===== src/rtl/param_stream_source.sv =====
`default_nettype none
// ============================================================================
// Module   : param_stream_source
// Brief    : Replays a constant parameter tensor from a pipelined ROM onto a
//            valid/ready stream, one PARALLELISM_DIM_0 x PARALLELISM_DIM_1 block per beat.
// Revision : 1.0 - initial release
// ============================================================================
module param_stream_source #(
    parameter int DATA_WIDTH        = 16,
    parameter int TENSOR_SIZE_DIM_0 = 32,
    parameter int TENSOR_SIZE_DIM_1 = 1,
    parameter int PARALLELISM_DIM_0 = 1,
    parameter int PARALLELISM_DIM_1 = 1,
    parameter int ROM_LATENCY       = 2,
    parameter int FIFO_DEPTH        = 4,
    parameter int REPEAT            = 0,
    localparam int P         = PARALLELISM_DIM_0 * PARALLELISM_DIM_1,
    localparam int OUT_DEPTH = (TENSOR_SIZE_DIM_0 / PARALLELISM_DIM_0) *
                               (TENSOR_SIZE_DIM_1 / PARALLELISM_DIM_1),
    localparam int AWIDTH    = $clog2(OUT_DEPTH) + 1
) (
    input  logic                    clk,
    input  logic                    rst,
    input  logic                    start,
    output logic                    busy,
    output logic                    done,
    output logic [AWIDTH-1:0]       rom_addr,
    output logic                    rom_ce,
    input  logic [DATA_WIDTH*P-1:0] rom_q,
    output logic [DATA_WIDTH-1:0]   data_out [P],
    output logic                    data_out_valid,
    input  logic                    data_out_ready
);

    localparam int PTR_W  = (FIFO_DEPTH > 1) ? $clog2(FIFO_DEPTH) : 1;
    localparam int CNT_W  = $clog2(FIFO_DEPTH + 1);
    localparam int SUM_W  = $clog2(FIFO_DEPTH + ROM_LATENCY + 1) + 1;
    localparam int PASS_W = (REPEAT > 1) ? $clog2(REPEAT) : 1;

    localparam logic [AWIDTH-1:0] LAST_ADDR = AWIDTH'(OUT_DEPTH - 1);
    localparam logic [PASS_W-1:0] LAST_PASS = PASS_W'((REPEAT > 0) ? REPEAT - 1 : 0);
    localparam logic [PTR_W-1:0]  PTR_LAST  = PTR_W'(FIFO_DEPTH - 1);
    localparam bit                FREE_RUN  = (REPEAT == 0);

    typedef enum logic [1:0] {
        S_IDLE  = 2'd0,
        S_RUN   = 2'd1,
        S_DRAIN = 2'd2
    } state_t;

    state_t                  state_q, state_d;
    logic [AWIDTH-1:0]       addr_q, addr_d;
    logic [PASS_W-1:0]       pass_q, pass_d;
    logic [ROM_LATENCY-1:0]  tag_q, tag_d;
    logic                    ce_q;
    logic                    done_q, done_d;
    logic [DATA_WIDTH*P-1:0] mem_q [FIFO_DEPTH];
    logic [PTR_W-1:0]        rd_ptr_q, rd_ptr_d;
    logic [PTR_W-1:0]        wr_ptr_q, wr_ptr_d;
    logic [CNT_W-1:0]        count_q, count_d;
    logic [SUM_W-1:0]        inflight;
    logic                    push;
    logic                    pop;
    logic                    issue;
    logic                    last_issue;
    logic                    final_pop;

    always_comb begin
        inflight = '0;
        for (int i = 0; i < ROM_LATENCY; i++) begin
            inflight = inflight + SUM_W'(tag_q[i]);
        end
    end

    assign data_out_valid = (count_q != '0);
    assign pop            = data_out_valid & data_out_ready;
    assign push           = tag_q[ROM_LATENCY-1];

    // Every issued read owns a FIFO slot from issue until it is popped, so the
    // ROM never needs to be stalled; a same-cycle pop frees its slot at once.
    assign issue      = (state_q == S_RUN) &&
                        ((inflight + SUM_W'(count_q)) < (SUM_W'(FIFO_DEPTH) + SUM_W'(pop)));
    assign last_issue = issue && !FREE_RUN && (addr_q == LAST_ADDR) && (pass_q == LAST_PASS);
    assign final_pop  = pop && (inflight == '0) && (count_q == CNT_W'(1));

    always_comb begin
        tag_d    = tag_q << 1;
        tag_d[0] = issue;
    end

    always_comb begin
        state_d = state_q;
        addr_d  = addr_q;
        pass_d  = pass_q;
        done_d  = 1'b0;
        case (state_q)
            S_IDLE: begin
                if (start || FREE_RUN) begin
                    state_d = S_RUN;
                    addr_d  = '0;
                    pass_d  = '0;
                end
            end
            S_RUN: begin
                if (issue) begin
                    if (addr_q == LAST_ADDR) begin
                        addr_d = '0;
                        pass_d = pass_q + PASS_W'(1);
                    end else begin
                        addr_d = addr_q + AWIDTH'(1);
                    end
                end
                if (last_issue) begin
                    state_d = S_DRAIN;
                end
            end
            S_DRAIN: begin
                if (final_pop) begin
                    state_d = S_IDLE;
                    done_d  = 1'b1;
                end
            end
            default: state_d = S_IDLE;
        endcase
    end

    always_comb begin
        rd_ptr_d = rd_ptr_q;
        wr_ptr_d = wr_ptr_q;
        count_d  = count_q;
        if (push) begin
            wr_ptr_d = (wr_ptr_q == PTR_LAST) ? '0 : wr_ptr_q + PTR_W'(1);
        end
        if (pop) begin
            rd_ptr_d = (rd_ptr_q == PTR_LAST) ? '0 : rd_ptr_q + PTR_W'(1);
        end
        case ({push, pop})
            2'b10:   count_d = count_q + CNT_W'(1);
            2'b01:   count_d = count_q - CNT_W'(1);
            default: count_d = count_q;
        endcase
    end

    always_ff @(posedge clk or posedge rst) begin
        if (rst) begin
            state_q  <= S_IDLE;
            addr_q   <= '0;
            pass_q   <= '0;
            tag_q    <= '0;
            ce_q     <= 1'b0;
            done_q   <= 1'b0;
            rd_ptr_q <= '0;
            wr_ptr_q <= '0;
            count_q  <= '0;
        end else begin
            state_q  <= state_d;
            addr_q   <= addr_d;
            pass_q   <= pass_d;
            tag_q    <= tag_d;
            ce_q     <= 1'b1;
            done_q   <= done_d;
            rd_ptr_q <= rd_ptr_d;
            wr_ptr_q <= wr_ptr_d;
            count_q  <= count_d;
        end
    end

    always_ff @(posedge clk) begin
        if (push) begin
            mem_q[wr_ptr_q] <= rom_q;
        end
    end

    assign busy     = (state_q != S_IDLE);
    assign done     = done_q;
    assign rom_addr = addr_q;
    assign rom_ce   = ce_q;

    // Head is masked while empty so the stream reads zero out of reset.
    generate
        for (genvar j = 0; j < P; j++) begin : g_lane
            assign data_out[j] = data_out_valid ?
                                 mem_q[rd_ptr_q][DATA_WIDTH*j +: DATA_WIDTH] : '0;
        end
    endgenerate

endmodule
`default_nettype wire


===== config.mk =====
export PLATFORM = sky130hd
export DESIGN_NAME = param_stream_source
export DESIGN_NICKNAME = d
export VERILOG_FILES = /design/src/rtl/param_stream_source.sv
export SDC_FILE = /design/constraint.sdc
export NUM_CORES = 1
export LEC_CHECK = 0
export CAP_MARGIN = 10
export CORE_MARGIN = 10
export CORE_UTILIZATION = 54
export DETAILED_ROUTE_END_ITERATION = 12
export PLACE_DENSITY = 0.86
export SYNTH_ARGS = -nofsm -noshare
export SYNTH_HDL_FRONTEND = slang
export SYNTH_SLANG_ARGS = --single-unit

===== constraint.sdc =====
create_clock -name clk -period 3 [get_ports clk]
set_input_delay 0.3 -clock clk [delete_from_list [all_inputs] [get_ports clk]]
set_output_delay 0.3 -clock clk [all_outputs]
set_load 0.03 [all_outputs]

==> results.md, run 1 <==
- Fillers: approximately 380
- Area grow syn2layout: 22.7%
- Post-Layout Cell Count: ~320
- Ys async rst share: between 20% and 30%
- Switching share of power: 34.4%
- Maximum Capacitance Violations: 0
- Minimum clock period after layout: ~2.7 ns
- First-pass GRT wire length: 10200 um
- Critical Path AT: about 2.4 ns
- Initial antenna violation count: 0
- CTS tree: built
- Sequential share of power: between 30% and 40%
- Final Util: between 60% and 70%
- Synthesized flop and latch total: 81
- I/O pin cnt: 46
- Reg-to-reg endpoint: rom_addr[3]
- Gr ovfl total: 0
- R2R Setup Slk: 0.42 ns
- Pint: between 2 and 3 mW
- Resized cells post-CTS: 0
- Post-synth EDFFs: 64
- Area of the die: about 9800 um2
- Num CTS Buffers: 9
- Root Driver: clkbuf_8
- Clock transition at path regs: 0.08 ns
- Die Wd: slightly below 100 um
- Final cycle utilization of the critical path: around 89%
- Gr usage total: 13.3%
- Critical path capture point type: output pin
- Cells after DPL: roughly 310
- Clk pwr share: 22.0%
- PD cells: a little over 1000 nW/um2
- Startpoint Class: flop
- Area occupied by registers: about 2300 um2
- Post-CTS setup buffers: 0
- Worst setup path class: reg2out
- Dpl cell area: ~3900 um2
- YS warnings: 0
- HPWL Detailed: a little over 4000 um
- # rows: 28
- WP data required: between 2 and 3 ns
- Status: complete, no violations
- Setup TNS: 0 ns
- Clock H-tree levels: 3
- Largest net degree at the start of global routing: 19
- PortBufs: 43
- 1st-iter DRT viols: 99
- Finish-stage setup viols: 0
- Wire per inst: a little under 20 um
- Maximum vdd drop: about 0.63 mV
- Sequential area share after synthesis: 69.4%
- RSZ-0062 raised after global routing: false
- Number of distinct library cells after synthesis: 34
- Reg2reg start: tag_q[1]
- Final hold slack: ~0.35 ns
- Worst-Margin Slew: 0.848 ns
- Drt drc: 0
- Vias per cell: 5.48
- Core area: 5990 um2
- Synth Cell Area: around 3400 um2
- Die H: a little under 100 um
- Sw power: 1.47 mW
- Initial core utilization: 56.5%
- Cell area after layout: 4150 um2
- Commonest register cell after synthesis: edfxtp_1
- Fmax: roughly 0.37 GHz
- Clk buf depth: 2
- Layout Skew: between 0.01 and 0.015 ns
- Final slew viol count: 0
- Final wirelength: 6210 um
- Antenna cells: 0
- DRT antenna net count: 0
- Slew headroom: between 40% and 50%
- Fin nets: 275
- Comb power frac: between 40% and 50%
- Largest fanout on the critical path: 18
- Hold_buf cts: 0
- Hold Crit Class: in2async
- Vias post-DR: about 1800
- # clock sinks: between 80 and 90
- Number of global-route vias before repair: ~1900
- RePlAce Congestion: roughly 0.73
- Static leakage: 1.51 nW
- DP Worst Slack: ~0.46 ns
- Area of the multi-input gates: 975 um2
- Clock latency on the worst-skew pair: ~0.34 ns
- DRT Pass-1 Iters: 4
- Synth Area per Inst: 17.5 um2
- Final Hold Vio Count: 0
- Share of cells above drive strength 1: 14.5%
- Final setup margin: roughly 0.33 ns
- Cells after Synth: 193
- Reg2reg path depth: 6
- Total power: between 4 and 5 mW
[Yosys cell counts, drive strengths merged, types with 2 or more instances]
master | count | area, um2
edfxtp | 64 | 1920
dfrtp | 17 | 425
nor2b | 17 | 106
mux4 | 16 | 360
ha | 10 | 125
inv | 10 | 37.5
nand2 | 7 | 26.3
and2 | 5 | 31.3
mux2i | 5 | 50.1
buf | 4 | 22.5
clkbuf | 3 | 11.3
nor2 | 3 | 11.3
nor3 | 3 | 15.0
xor2 | 3 | 26.3
conb | 2 | 7.51
fa | 2 | 40.0
nand2b | 2 | 12.5
nand3 | 2 | 10.0
nor3b | 2 | 15.0
o21ai | 2 | 10.0
o31a | 2 | 17.5
o31ai | 2 | 20.0
[per-layer routing]
layer  up-vias  track usage, %  routed length [um]
met2        50            21.6                3170
met3         6            5.61                 377
li1        823               -                   -
met4         0            4.30                  48
met5         -               0                   0
met1       890            15.6                2610
[logic make-up (layout without fill, tap and decap cells)]
kind of cell               after synthesis  after routing  share of synthesized area, %
AOI/OAI and AO/OA                       10             10                          2.29
xor gates and xnor gates                 4              4                          1.04
adders and majority gates               12             12                          4.88
buffers and inverters                   17             71                          2.11
DFF                                     81             81                          69.4
muxes                                   22             22                          12.5
other                                    2              3                         0.222
and+or+nand+nor                         45             45                          7.65
[sequential cells by signal, summed over array words and instances (netlist names)]
register / cells
rd_ptr_q: 2
state_q: 1
rom_addr: 6
wr_ptr_q: 2
rom_ce: 1
mem_q: 64
count_q: 3
tag_q: 2
[cell type report]
type	instances	area share, %
Clock inverter	6	2.77
Timing Repair Buffer	45	11.0
Tap cell	75	2.26
Multi-Input combinational cell	96	23.5
Sequential cell	81	56.5
Clock buffer	10	3.07
Inverter	10	0.904
[worst max-delay path by stage]
stage                   endpoint  depth (start not counted)        start  slack, ns
finish               data_out[0]                          3  rd_ptr_q[1]       0.33
CTS                 data_out[10]                          3  rd_ptr_q[1]       0.29
floorplan            rom_addr[3]                          6     tag_q[1]       0.60
global placement     rom_addr[3]                          6     tag_q[1]       0.52
detailed placement   rom_addr[3]                          6     tag_q[1]       0.46
global route         data_out[0]                          3  rd_ptr_q[1]       0.20
[critical path, cell delays in order (launching register included)]
cell	delay, ns
dfrtp_1	0.85
mux4_2	0.35
nor2b_1	0.15
clkdlybuf4s50_1	0.68
[placed cells by master (no fill, tap or decap), drive strengths merged, types with 3 or more instances in the layout]
| cell type | n |
|---|---|
| edfxtp | 64 |
| nor3 | 3 |
| nor2 | 3 |
| mux2i | 5 |
| nor2b | 17 |
| bufinv | 3 |
| nand2 | 7 |
| clkdlybuf4s50 | 43 |
| and2 | 5 |
| dfrtp | 17 |
| inv | 11 |
| xor2 | 3 |
| ha | 10 |
| conb | 3 |
| mux4 | 16 |
| clkbuf | 10 |
[power by group through the flow]
stage / combinational, mW / sequential [mW] / clock (mW)
CTS: 1.76 / 1.62 / 0.954
global placement: 1.69 / 1.63 / 0
floorplan: 1.17 / 1.57 / 0
detailed placement: 1.75 / 1.64 / 0
finish: 1.72 / 1.62 / 0.943
global route: 1.88 / 1.65 / 1.01
No activity file was read; power rests on OpenSTA's default activity.
==> inputs of run 2 (changes only) <==
Settings changed: CORE_UTILIZATION 54 to 56, CTS_BUF_LIST set to sky130_fd_sc_hd__clkbuf_8, PLACE_DENSITY 0.86 to 0.88, SKIP_CTS_REPAIR_TIMING set to 1, SLEW_MARGIN set to 20.
==> results.md, run 2 (synthesized netlist as in run 1, its figures left out) <==
- Vias post-DR: around 1800
- Largest register FFs: 64
- Initial antenna violation count: 0
- Critical Path, Cell by Cell: mux4_2 -> nor2b_1 -> clkdlybuf4s50_1
- Final Hold Vio Count: 0
- Gr usage total: between 10% and 20%
- Switching share of power: approximately a third
- Top reg by flops: mem_q
- Number of global-route vias before repair: roughly 1900
- 1st-iter DRT viols: between 70 and 80
- Crit path max-delay family: flip-flops
- DRT Pass-1 Iters: 4
- Comb power frac: ~40%
- PD cells: around 1000 nW/um2
- Clock latency on the worst-skew pair: roughly 0.34 ns
- Die Wd: between 90 and 100 um
- Largest stage delay, worst path: ~0.86 ns
- Total power: just over 4 mW
- Area of the die: roughly 9600 um2
- Post-Layout Cell Count: between 300 and 400
- HPWL Detailed: just over 4000 um
- Sequential share of power: around two fifths
- RSZ-0062 raised after global routing: false
- Cells after DPL: between 300 and 400
- Layout Skew: ~0.012 ns
- Final slew viol count: 0
- Share of cells above drive strength 1: 14.1%
- DP Worst Slack: around 0.48 ns
- First-pass GRT wire length: about 9800 um
- Buffer and inverter count on the worst path: 1
- Dpl cell area: a little under 4000 um2
- # clock sinks: 81
- Finish-stage setup viols: 0
- Initial core utilization: 57.5%
- Slew headroom: between 40% and 50%
- DRT antenna net count: 0
- Core area: 5890 um2
- Minimum clock period after layout: 2.69 ns
- I/O pin cnt: 46
- Critical path capture point type: output pin
- Final Util: a little over two thirds
- Static leakage: between 1.5 and 2 nW
- Status: complete, no violations
- Die H: approximately 100 um
- Clock H-tree levels: 3
- Drt drc: 0
- Largest fanout on the critical path: 18
- Fin nets: approximately 280
- Critical Path AT: 2.39 ns
- Hold Crit Class: in2async
- Worst-Margin Slew: about 0.83 ns
- Fmax: 0.371 GHz
- # rows: 28
- PortBufs: 43
- Final wirelength: 5830 um
- Startpoint Class: flop
- Commonest non-fill, non-tap cell in the layout: edfxtp_1
- Gr ovfl total: 0
- Max stage delay cell, worst path: dfrtp_1
- Worst setup path class: reg2out
- Final setup margin: slightly above 0.3 ns
- Clk buf depth: 2
- Antenna cells: 0
- Pint: ~2.7 mW
- Wire per inst: 18.0 um
- Cell area after layout: slightly above 4000 um2
- CTS tree: built
- Maximum vdd drop: between 0.5 and 0.6 mV
- Vias per cell: between 5 and 6
- Area grow syn2layout: 21.8%
- Clk pwr share: 19.8%
- WP data required: between 2 and 3 ns
- Setup TNS: 0 ns
- Most frequent cells in the layout: 64 x edfxtp_1, 43 x clkdlybuf4s50_1, 17 x nor2b_1, 17 x dfrtp_1, 16 x mux4_2
- Num CTS Buffers: 9
- Clock transition at path regs: approximately 0.080 ns
- Sw power: 1.42 mW
- RePlAce Congestion: around 0.75
- Maximum Capacitance Violations: 0
- Final cycle utilization of the critical path: about 90%
- Final hold slack: 0.332 ns
- Largest net degree at the start of global routing: 19
- Root Driver: clkbuf_8
- Fillers: 377
run 2: changes by cell type in the layout (fill, tap and decap cells not counted), sizes merged:
cell	before	now
clkinvlp	1	0
clkbuf	10	9
bufinv	3	2
clkinv	1	4
run 2: power by group through the flow:
| stage | combinational [mW] | clock (mW) | sequential, mW |
|---|---|---|---|
| after floorplan | 1.17 | 0 | 1.57 |
| after global placement | 1.70 | 0 | 1.63 |
| after detailed placement | 1.74 | 0 | 1.64 |
| after CTS | 1.74 | 0.833 | 1.62 |
| after global routing | 1.86 | 0.884 | 1.65 |
| final | 1.70 | 0.817 | 1.62 |
run 2: worst register-to-register path, delay by kind of cell (launching register included):
kind,cells,cell delay (ns)
AO/OA/AOI/OAI,2,0.50
adder cells (fa/ha/maj),3,0.93
flip-flops,1,0.46
AND/OR/NAND/NOR,1,0.52
run 2: area by class of cell:
type                            instances  area (um2)  share of cell area, %
Sequential cell                        81        2350                   57.0
Multi-Input combinational cell         96         975                   23.6
Timing Repair Buffer                   45         458                   11.1
Clock buffer                            9         124                   3.01
Tap cell                               75        93.8                   2.28
Clock inverter                          7        86.3                   2.09
Inverter                               10        37.5                  0.911
run 2: layer usage:
metal / vias up / GRT usage (%) / wire (um)
met5: - / 0 / 0
met4: 0 / 5.37 / 91
met3: 10 / 5.21 / 365
met2: 56 / 20.9 / 3010
met1: 886 / 15.0 / 2360
li1: 819 / - / -
run 2: worst paths after layout:
kind	startpoint	endpoint	slack [ns]	depth (start not counted)
min reg2reg	tag_q[0]	tag_q[1]	0.40	0
max	rd_ptr_q[1]	data_out[15]	0.31	3
max reg2reg	tag_q[1]	rom_addr[3]	0.48	6
min	rst	count_q[1]	0.33	2
max in group asynchronous	rst	rom_addr[3]	2.25	2
min in group clk	tag_q[0]	tag_q[1]	0.40	0
==> inputs of run 3 (changes only) <==
Settings changed: CORE_MARGIN 10 to 3, GPL_TIMING_DRIVEN set to 0.
==> results.md, run 3 (synthesized netlist as in run 1, its figures left out) <==
- Static leakage: 1.48 nW
- I/O pin cnt: 46
- PortBufs: 43
- Startpoint Class: flop
- Comb power frac: 44.7%
- Largest fanout on the critical path: 10
- DRT antenna net count: 0
- DP Worst Slack: between 0.1 and 0.15 ns
- Minimum clock period after layout: around 2.9 ns
- Switching share of power: approximately 36%
- Clock H-tree levels: 3
- Clock latency on the worst-skew pair: roughly 0.34 ns
- RSZ-0062 raised after global routing: false
- Pint: approximately 2.5 mW
- Wire per inst: between 15 and 20 um
- Maximum Capacitance Violations: 0
- Share of cells above drive strength 1: ~15%
- Critical path capture point type: output pin
- Fin nets: between 200 and 300
- CTS tree: built
- Worst-Margin Slew: ~0.84 ns
- WP data required: ~2.7 ns
- Area of the die: approximately 7000 um2
- Most frequent cells in the layout: 64 x edfxtp_1, 43 x clkdlybuf4s50_1, 17 x nor2b_1, 17 x dfrtp_1, 16 x mux4_2
- First-pass GRT wire length: 10000 um
- Gr usage total: a little under a fifth
- Top reg by flops: mem_q
- Clock transition at path regs: ~0.07 ns
- # clock sinks: 81
- Die Wd: 83.7 um
- Buffer and inverter count on the worst path: 3
- Num CTS Buffers: 9
- Cells after DPL: about 310
- Clk buf depth: 2
- Gr ovfl total: 0
- Largest register FFs: between 60 and 70
- Critical Path AT: between 2 and 3 ns
- Area grow syn2layout: 20.3%
- Initial antenna violation count: 0
- Maximum vdd drop: 0.532 mV
- Final setup margin: between 0.1 and 0.15 ns
- Status: complete, no violations
- Crit path max-delay family: buffers and inverters
- Slew headroom: around 44%
- Final cycle utilization of the critical path: between 90% and 100%
- Critical Path, Cell by Cell: clkbuf_1 -> buf_2 -> mux4_2 -> nor2b_1 -> clkdlybuf4s50_1
- Total power: approximately 4 mW
- Core area: between 5000 and 6000 um2
- Vias post-DR: about 1800
- Largest net degree at the start of global routing: 18
- Initial core utilization: between 50 and 60%
- # rows: 27
- Vias per cell: between 5 and 6
- Finish-stage setup viols: 0
- Post-Layout Cell Count: between 300 and 400
- Largest stage delay, worst path: around 0.6 ns
- Final Util: between 70% and 80%
- Root Driver: clkbuf_8
- Antenna cells: 0
- HPWL Detailed: approximately 4200 um
- Clk pwr share: between 10% and 20%
- Fmax: between 0.3 and 0.4 GHz
- Drt drc: 0
- Number of global-route vias before repair: just under 2000
- DRT Pass-1 Iters: 4
- Fillers: around 380
- 1st-iter DRT viols: 123
- Final wirelength: 5990 um
- Commonest non-fill, non-tap cell in the layout: edfxtp_1
- Sw power: between 1 and 1.5 mW
- Worst setup path class: reg2out
- Sequential share of power: 39.5%
- RePlAce Congestion: 0.804
- Hold Crit Class: in2async
- Die H: between 80 and 90 um
- PD cells: slightly below 1000 nW/um2
- Layout Skew: 0.00753 ns
- Final slew viol count: 0
- Final Hold Vio Count: 0
- Max stage delay cell, worst path: clkdlybuf4s50_1
[run 3: path summary, 6_finish.rpt]
path / endpoint / slack [ns] / depth (start not counted) / startpoint
max in group asynchronous: rom_addr[5] / 2.25 / 2 / rst
setup reg to reg: rom_addr[3] / 0.42 / 6 / tag_q[1]
hold reg to reg: tag_q[1] / 0.39 / 0 / tag_q[0]
min in group clk: tag_q[1] / 0.39 / 0 / tag_q[0]
setup / recovery: data_out[11] / 0.14 / 5 / rd_ptr_q[1]
hold / removal: rom_addr[2] / 0.34 / 2 / rst
[run 3: cell type report]
type | instances | area (um2) | share of cell area [%]
Inverter | 10 | 37.5 | 0.922
Timing Repair Buffer | 43 | 430 | 10.6
Buffer | 7 | 40.0 | 0.984
Sequential cell | 81 | 2350 | 57.7
Multi-Input combinational cell | 96 | 975 | 23.9
Clock buffer | 9 | 124 | 3.04
Tap cell | 72 | 90.1 | 2.21
Clock inverter | 5 | 26.3 | 0.646
[run 3: routing by layer]
layer  GRT usage, %  vias to the layer above  part of all wire, %
li1               -                      828                    -
met1           21.6                      922                   39
met2           33.7                       55                   55
met3           6.02                       10                  4.8
met4           7.75                        0                  1.9
met5              0                        -                    0
[run 3: stage by stage]
stage                     instance area [um2]  TNS [ns]  hold WS, ns
after floorplan                          3390         0        0.226
after global placement                   3910         0        0.367
after detailed placement                 3910         0        0.370
after CTS                                4060     -1.99        0.348
after global routing                     4070         0        0.391
final                                    4070         0        0.339
[run 3: power groups by stage]
stage / sequential (mW) / clock [mW] / combinational (mW)
after detailed placement: 1.59 / 0 / 1.78
after floorplan: 1.57 / 0 / 1.17
after global routing: 1.59 / 0.693 / 1.93
after global placement: 1.56 / 0 / 1.72
final: 1.56 / 0.624 / 1.77
after CTS: 1.56 / 0.643 / 1.79
